[config.mk]
export PLATFORM = sky130hd
export DESIGN_NAME = ram_refresh_gen_flat
export DESIGN_NICKNAME = d
export VERILOG_FILES = /design/src/rtl/ram_refresh_gen_if.sv /design/src/rtl/ram_refresh_gen.sv /design/src/flat_wrapper.sv
export SDC_FILE = /design/constraint.sdc
export NUM_CORES = 1
export LEC_CHECK = 0
export ABC_CLOCK_PERIOD_IN_PS = 3100
export CAP_MARGIN = 15
export CORE_MARGIN = 3
export CORE_UTILIZATION = 40
export CTS_BUF_LIST = sky130_fd_sc_hd__clkbuf_2
export DETAILED_ROUTE_END_ITERATION = 7
export PLACE_DENSITY_LB_ADDON = 0.12
export SETUP_SLACK_MARGIN = 0.1
export SYNTH_ARGS = -nofsm -noshare
export SYNTH_HDL_FRONTEND = slang
export SYNTH_SLANG_ARGS = --single-unit
export TNS_END_PERCENT = 30
[constraint.sdc]
create_clock -name CLK -period 3.1 [get_ports CLK]
set_input_delay 0.62 -clock CLK [delete_from_list [all_inputs] [get_ports CLK]]
set_output_delay 0.62 -clock CLK [all_outputs]
set_load 0.05 [all_outputs]
[src/rtl/ram_refresh_gen_if.sv]
// ram_refresh_gen_if: DRAM strobes in, refresh request/urgency/debt status out.
interface ram_refresh_gen_if;
  logic       nRAS;
  logic       nCAS;
  logic       RefReq;
  logic       RefUrg;
  logic [2:0] RefDebt;
  logic       RefOvf;
  modport master (output nRAS, nCAS, input RefReq, RefUrg, RefDebt, RefOvf);
  modport slave  (input nRAS, nCAS, output RefReq, RefUrg, RefDebt, RefOvf);
endinterface

[src/rtl/ram_refresh_gen.sv]
// ram_refresh_gen: owes one refresh per PERIOD, retires debt on sampled CAS-before-RAS
// cycles, and masks requests for HOLD cycles after each retired refresh.
module ram_refresh_gen #(
  parameter int PERIOD   = 384,
  parameter int URG_DEBT = 2,
  parameter int MAX_DEBT = 7,
  parameter int HOLD     = 4
) (
  input logic CLK,
  input logic RST,
  ram_refresh_gen_if.slave bus
);
  localparam int IW = $clog2(PERIOD);
  localparam int HW = $clog2(HOLD + 1);
  logic [IW-1:0] ic;
  logic [HW-1:0] hc, hc_next;
  logic [2:0] debt, debt_next;
  logic s_ras, s_cas, p_ras, req, urg, ovf, tick, rf, sat;
  assign tick = ic == IW'(PERIOD - 1);
  assign rf = p_ras & ~s_ras & ~s_cas;
  assign sat = debt == 3'(MAX_DEBT);
  // a tick and a refresh on the same edge cancel out
  always_comb begin
    debt_next = tick & ~rf ? (sat ? debt : debt + 3'd1) :
                rf & ~tick & (debt != 3'd0) ? debt - 3'd1 : debt;
    hc_next = rf ? HW'(HOLD) : (hc != '0) ? hc - HW'(1) : hc;
  end
  always_ff @(posedge CLK or posedge RST) begin
    if (RST) begin
      ic    <= '0;
      debt  <= '0;
      hc    <= '0;
      s_ras <= 1'b1;
      s_cas <= 1'b1;
      p_ras <= 1'b1;
      req   <= 1'b0;
      urg   <= 1'b0;
      ovf   <= 1'b0;
    end else begin
      ic    <= tick ? '0 : ic + IW'(1);
      debt  <= debt_next;
      hc    <= hc_next;
      s_ras <= bus.nRAS;
      s_cas <= bus.nCAS;
      p_ras <= s_ras;
      req   <= (debt_next != 3'd0) && (hc_next == '0);
      urg   <= (debt_next >= 3'(URG_DEBT)) && (hc_next == '0);
      ovf   <= ovf | (tick & ~rf & sat);
    end
  end
  assign bus.RefReq  = req;
  assign bus.RefUrg  = urg;
  assign bus.RefDebt = debt;
  assign bus.RefOvf  = ovf;
endmodule

[src/flat_wrapper.sv]
// flat-port wrapper written by rule: the top's interface ports become plain ports
module ram_refresh_gen_flat 
#(
  parameter int PERIOD   = 384,
  parameter int URG_DEBT = 2,
  parameter int MAX_DEBT = 7,
  parameter int HOLD     = 4
)
  (CLK, RST, bus_nRAS, bus_nCAS, bus_RefReq, bus_RefUrg, bus_RefDebt, bus_RefOvf);
  ram_refresh_gen_if bus_i ();
  input logic CLK;
  input logic RST;
  input wire logic [$bits(bus_i.nRAS)-1:0] bus_nRAS;
  input wire logic [$bits(bus_i.nCAS)-1:0] bus_nCAS;
  output wire logic [$bits(bus_i.RefReq)-1:0] bus_RefReq;
  output wire logic [$bits(bus_i.RefUrg)-1:0] bus_RefUrg;
  output wire logic [$bits(bus_i.RefDebt)-1:0] bus_RefDebt;
  output wire logic [$bits(bus_i.RefOvf)-1:0] bus_RefOvf;
  assign bus_i.nRAS = bus_nRAS;
  assign bus_i.nCAS = bus_nCAS;
  assign bus_RefReq = bus_i.RefReq;
  assign bus_RefUrg = bus_i.RefUrg;
  assign bus_RefDebt = bus_i.RefDebt;
  assign bus_RefOvf = bus_i.RefOvf;
  ram_refresh_gen #(.PERIOD(PERIOD), .URG_DEBT(URG_DEBT), .MAX_DEBT(MAX_DEBT), .HOLD(HOLD)) u_core (.CLK(CLK), .RST(RST), .bus(bus_i));
endmodule
# == After elaboration in Yosys (flattened, before gate mapping) ==
# Cells that the tools add are included.
# op_classes
addsub,4
mul,0
n_div,0
n_lt_le_gt_ge,1
n_eq_ne,2
shift,0
mux,6
bitwise,11
reduce_logical,6
# ops
op,count
2-to-1 mux 3 bit,5
adder 9 x 1 -> 9 bit (second input constant),1
== test 9 bit (second input constant),1
2-to-1 mux 9 bit,1
nonzero test 3 bit,3
bitwise AND 1 bit,6
subtractor 3 x 1 -> 3 bit (second input constant),2
NOT 1 bit,4
adder 3 x 1 -> 3 bit (second input constant),1
== test 3 bit (second input constant),1
greater-or-equal comparator 3 x 2 -> 1 bit (second input constant),1
logical NOT 3 bit,1
logical AND 1 bit,2
bitwise OR 1 bit,1
# totals
register_bits,21
latch_bits,0
mem_bits_rw,0
mem_bits_ro,0
input_bits,4
output_inout_bits,6
memories,0

# == Longest topological paths before layout ==
# depth
ltp_word,9
mapped_depth,7
depth_no_buf,7

# == Least setup slack after synthesis ==
# No wires, ideal clock.
# synth_timing
path_type,register to register
startpoint,"reg u_core.debt[0], in the netlist u_core.bus.RefDebt[0]"
endpoint,"reg u_core.req, in the netlist u_core.bus.RefReq"
setup_ns,0.131
arrival_time_ns,1.700
slack_ns,1.270
path_stages_with_launch,8
synth_period_minus_slack_ns,1.830
path_cell_list,dfrtp_1 -> inv_1 -> ha_1 -> nor2b_1 -> nand2b_1 -> mux2i_1 -> xnor2_1 -> a31oi_1
# synth_between
elab_chain_cells,6
word_cells_on_any_way,10
# synth_lines
element,line_no,text
"start, declared",ram_refresh_gen.sv:17,"logic [2:0] debt, debt_next;"
"start signal, assigned",ram_refresh_gen.sv:41,debt <= debt_next;
branches (longest 3 deep; another with subtractor 3 x 1 -> 3 bit),n/a,
2-to-1 mux 3 bit *,ram_refresh_gen.sv:24,debt_next = tick & ~rf ? (sat ? debt : debt + 3'd1) :
nonzero test 3 bit *,ram_refresh_gen.sv:46,req <= (debt_next != 3'd0) && (hc_next == '0);
logical AND 1 bit *,ram_refresh_gen.sv:46,
"end signal, assigned",ram_refresh_gen.sv:46,
"end, declared",ram_refresh_gen.sv:18,"logic s_ras, s_cas, p_ras, req, urg, ovf, tick, rf, sat;"
# Mark *: on every way between the ends.

# == Worst setup path after layout ==
# layout_timing
startpoint,"reg u_core.debt[2], in the netlist u_core.bus.RefDebt[2]"
endpoint,out bus_RefDebt[2]
# layout_lines
element,line_no,text
"end, declared",flat_wrapper.sv:17,output wire logic [$bits(bus_i.RefDebt)-1:0] bus_RefDebt;
# No word-level cell between the ends.

==> impl_metrics.toml <==
[outcome]
status = "finished, final reports clean"

[detailed_routing]
routed_wire_length_per_instance_um = 11.51
vias_per_cell = 4.773
drt_first_iter_violations = 12
vias = 673
route.antenna.remaining_nets = 0
firstDrtPassIters = 4
drt-total-wl_um = 1623
drc = 0

[global_route]
antenna_found_initial = 0
grt_pass1_wl_um = 2918
grt_pass1_vias = 655
maximum_number_of_pins_on_one_net_before_global_route_repair = 22
grt.overflow.total = 0
groute.usage.overall_pct = 11.57

[die]
core.rowCount = 17
start_util_pct = 44.81
fp.coreArea_mm2 = 0.002340
fp.dieArea_mm2 = 0.003272
floorplan.die.height_um = 57.20
num_io_pins = 10
die-width_um = 57.20

[cells_and_area]
final_net_count = 125
n_antenna_cell = 0
flow.area_growth_from_synthesis_pct = 13.84
final.fill_count = 238
final_layout_size_suffix_gt1_share_pct = 12.39
final_core_util_pct = 51.02

[timing]
report.final.hold_viol_count = 0
timing.fmax_ghz = 0.4408
worst-slew-pin-transition_ps = 774.1
report.final.slew_viol_count = 0
rsz_0062_raised_after_global_routing = "false"
share_of_the_cycle_needed_by_the_critical_path_after_routing_pct = 73.18
clock_period_minus_worst_slack_ps = 2269
setup-violations-final = 0
relSlewSlack_pct = 48.34
clock_skew_after_layout_ps = 18.15
fin_setup_tns_ps = 0

[min_path]
worstHoldEndpoint = "u_core.p_ras"
timing.hold.worst_path_depth = 0
hold_class = "register to register"
timing.hold.worst.start = "u_core.s_ras"

[clocking]
cts_resized = 0
clk_pin_slew_ps = 210
tritoncts_num_sinks = 21
cts-buffers-inserted = 3
cts_tree = "yes"
cts.hold.buffers_added = 0
clockBufferDepth = 2
cts_post_setup_buffers_inserted = 0
insertion_delay_to_the_later_sink_of_the_worst_skew_pair_ps = 320
root_buffer = "sky130_fd_sc_hd__clkbuf_2"
cts_max_level = 1

[critical_path]
setup.worst_path.class = "register to output pin"
crit_slowest_cell = "sky130_fd_sc_hd__clkdlybuf4s50_1"
ordered_list_of_cells_on_the_worst_path = "clkdlybuf4s50_1"
timing.critical_path.to_type = "output pin"
cpPeakStageDelay_ps = 840
critical_path_buf_inv_count = 1
worstRegToRegCells = 6
reg_to_reg_endpoint = "u_core.bus.RefReq"
worst_setup_path_start_kind = "register"
reg2reg_slack_ps = 1230
critPathTopFamily = "buffers and inverters"
worst_ep_arrival_time_ps = 1650
r2r-start = "u_core.ic[0]"
worstPathRequired_ps = 2480
cp_max_fanout = 6

[power_and_ir_drop]
vdd_ir_max_uv = 291.5
power.static_leakage_nw = 0.5583
power_per_cell_area_mw_per_mm2 = 453.6

[run]
cap_viol_max_count = 0

[place]
place.detailed.hpwl_um = 1221
buffer_ports.inserted = 9
gpl.final_weighted_congestion = 0.7997

[logic_synthesis]
yosysWarnings = 0
synth-seq-area-share_pct = 50.48
syn_inst = 100
synth.ff_latch_count = 21
average_size_of_a_mapped_cell_um2 = 10.49
post_synth_instance_area_mm2 = 0.001049
syn-num-nets = 111
yosysUniqueCellTypes = 28
-- kinds of logic after synthesis --
family          synth area share [%]
simple gates                   22.43
mux                            2.864
compound gates                 5.251
xor+xnor                       6.683
buf+inv                        3.938
fa+ha+maj                      8.353
flops                          50.48
-- area by class of cell --
class / instances / area (um^2) / share of cell area [%]
Timing Repair Buffer: 9 / 90.09 / 7.547
Clock buffer: 3 / 15.01 / 1.258
Tap cell: 28 / 35.03 / 2.935
Sequential cell: 21 / 529.3 / 44.34
Clock inverter: 1 / 5.005 / 0.4193
Multi-Input combinational cell: 68 / 478.0 / 40.04
Inverter: 11 / 41.29 / 3.459
-- layout by cell type (no fill, tap or decap), types with 2 or more instances in the layout --
cell type / Yosys / layout
sky130_fd_sc_hd__a21oi_1: 3 / 3
sky130_fd_sc_hd__clkbuf_2: 0 / 3
sky130_fd_sc_hd__clkdlybuf4s50_1: 0 / 9
sky130_fd_sc_hd__dfrtp_1: 18 / 18
sky130_fd_sc_hd__dfstp_2: 3 / 3
sky130_fd_sc_hd__ha_1: 7 / 7
sky130_fd_sc_hd__inv_1: 10 / 10
sky130_fd_sc_hd__mux2i_1: 3 / 3
sky130_fd_sc_hd__nand2_1: 12 / 12
sky130_fd_sc_hd__nand2b_1: 3 / 3
sky130_fd_sc_hd__nand3_1: 4 / 4
sky130_fd_sc_hd__nor2_1: 12 / 12
sky130_fd_sc_hd__nor2b_1: 2 / 2
sky130_fd_sc_hd__xnor2_1: 5 / 5
sky130_fd_sc_hd__xor2_1: 3 / 3
-- state kept, by name, summed over array words and instances (netlist names) --
register / flops
u_core.bus.RefDebt: 3
u_core.bus.RefOvf: 1
u_core.bus.RefReq: 1
u_core.bus.RefUrg: 1
u_core.hc: 3
u_core.ic: 9
u_core.p_ras: 1
u_core.s_cas: 1
u_core.s_ras: 1
-- worst max path at each step --
stage | from | to | slack [ps] | cells after the start
6_report | u_core.bus.RefDebt[2] | bus_RefDebt[2] | 830 | 1
5_1_grt | u_core.bus.RefDebt[1] | bus_RefDebt[1] | 750 | 1
4_1_cts | u_core.bus.RefDebt[2] | bus_RefDebt[2] | 790 | 1
3_5_place_dp | u_core.bus.RefDebt[2] | bus_RefDebt[2] | 1220 | 1
3_3_place_gp | u_core.bus.RefDebt[1] | bus_RefDebt[1] | 1230 | 1
2_1_floorplan | u_core.bus.RefDebt[0] | u_core.bus.RefReq | 1270 | 7
-- metrics by stage --
step / hold slack [ps] / worst slack, ps / power, W / cells / instance area [um^2]
finish: 390.1 / 831.3 / 0.0005414 / 141 / 1194
global route: 401.7 / 746.1 / 0.0005811 / 141 / 1194
CTS: 388.8 / 791.1 / 0.0005525 / 141 / 1194
detailed placement: 365.4 / 1217 / 0.0004357 / 137 / 1174
global placement: 362.6 / 1229 / 0.0004322 / 137 / 1174
floorplan: 358.4 / 1270 / 0.0004121 / 100 / 1049
-- report_power, final --
| group | switching, W | internal [W] | total [W] |
|---|---|---|---|
| Sequential | 0.0000140 | 0.000297 | 0.000311 |
| Combinational | 0.0000658 | 0.0000521 | 0.000118 |
| Clock | 0.0000829 | 0.0000292 | 0.000112 |
-- metal layers --
| metal | vias up | track usage (%) | wire length, um |
|---|---|---|---|
| met3 | 2 | 2.489 | 62 |
| met5 | - | 0 | 0 |
| met4 | 0 | 5.960 | 12 |
| li1 | 352 | - | - |
| met1 | 310 | 16.48 | 910 |
| met2 | 9 | 16.48 | 639 |
-- worst reg2reg max path, stage by stage, from the launching register on --
cell	delay, ps
sky130_fd_sc_hd__dfrtp_1	430
sky130_fd_sc_hd__ha_1	230
sky130_fd_sc_hd__nand2_2	100
sky130_fd_sc_hd__nor4_4	420
sky130_fd_sc_hd__mux2i_1	240
sky130_fd_sc_hd__o221a_1	240
sky130_fd_sc_hd__a31oi_1	90
-- cell usage after synthesis, drive strengths merged --
library cell	number	area share [%]
o2bb2ai	1	0.84
dfstp	3	7.5
xor2	3	2.5
nand2	13	4.9
and3	1	0.72
a31oi	1	0.60
nand3b	1	0.72
nand2b	4	3.1
nand4b	1	0.84
ha	7	8.4
nor4	2	3.2
o21bai	1	0.72
nand3	4	1.9
o221a	1	1.1
inv	11	3.9
nor2	12	4.3
dfrtp	18	43
or3b	1	0.84
nor2b	2	1.2
o22ai	1	0.60
nor3b	1	0.72
a21oi	3	1.4
xnor2	5	4.2
mux2i	3	2.9
No activity file was read; power rests on OpenSTA's default activity.
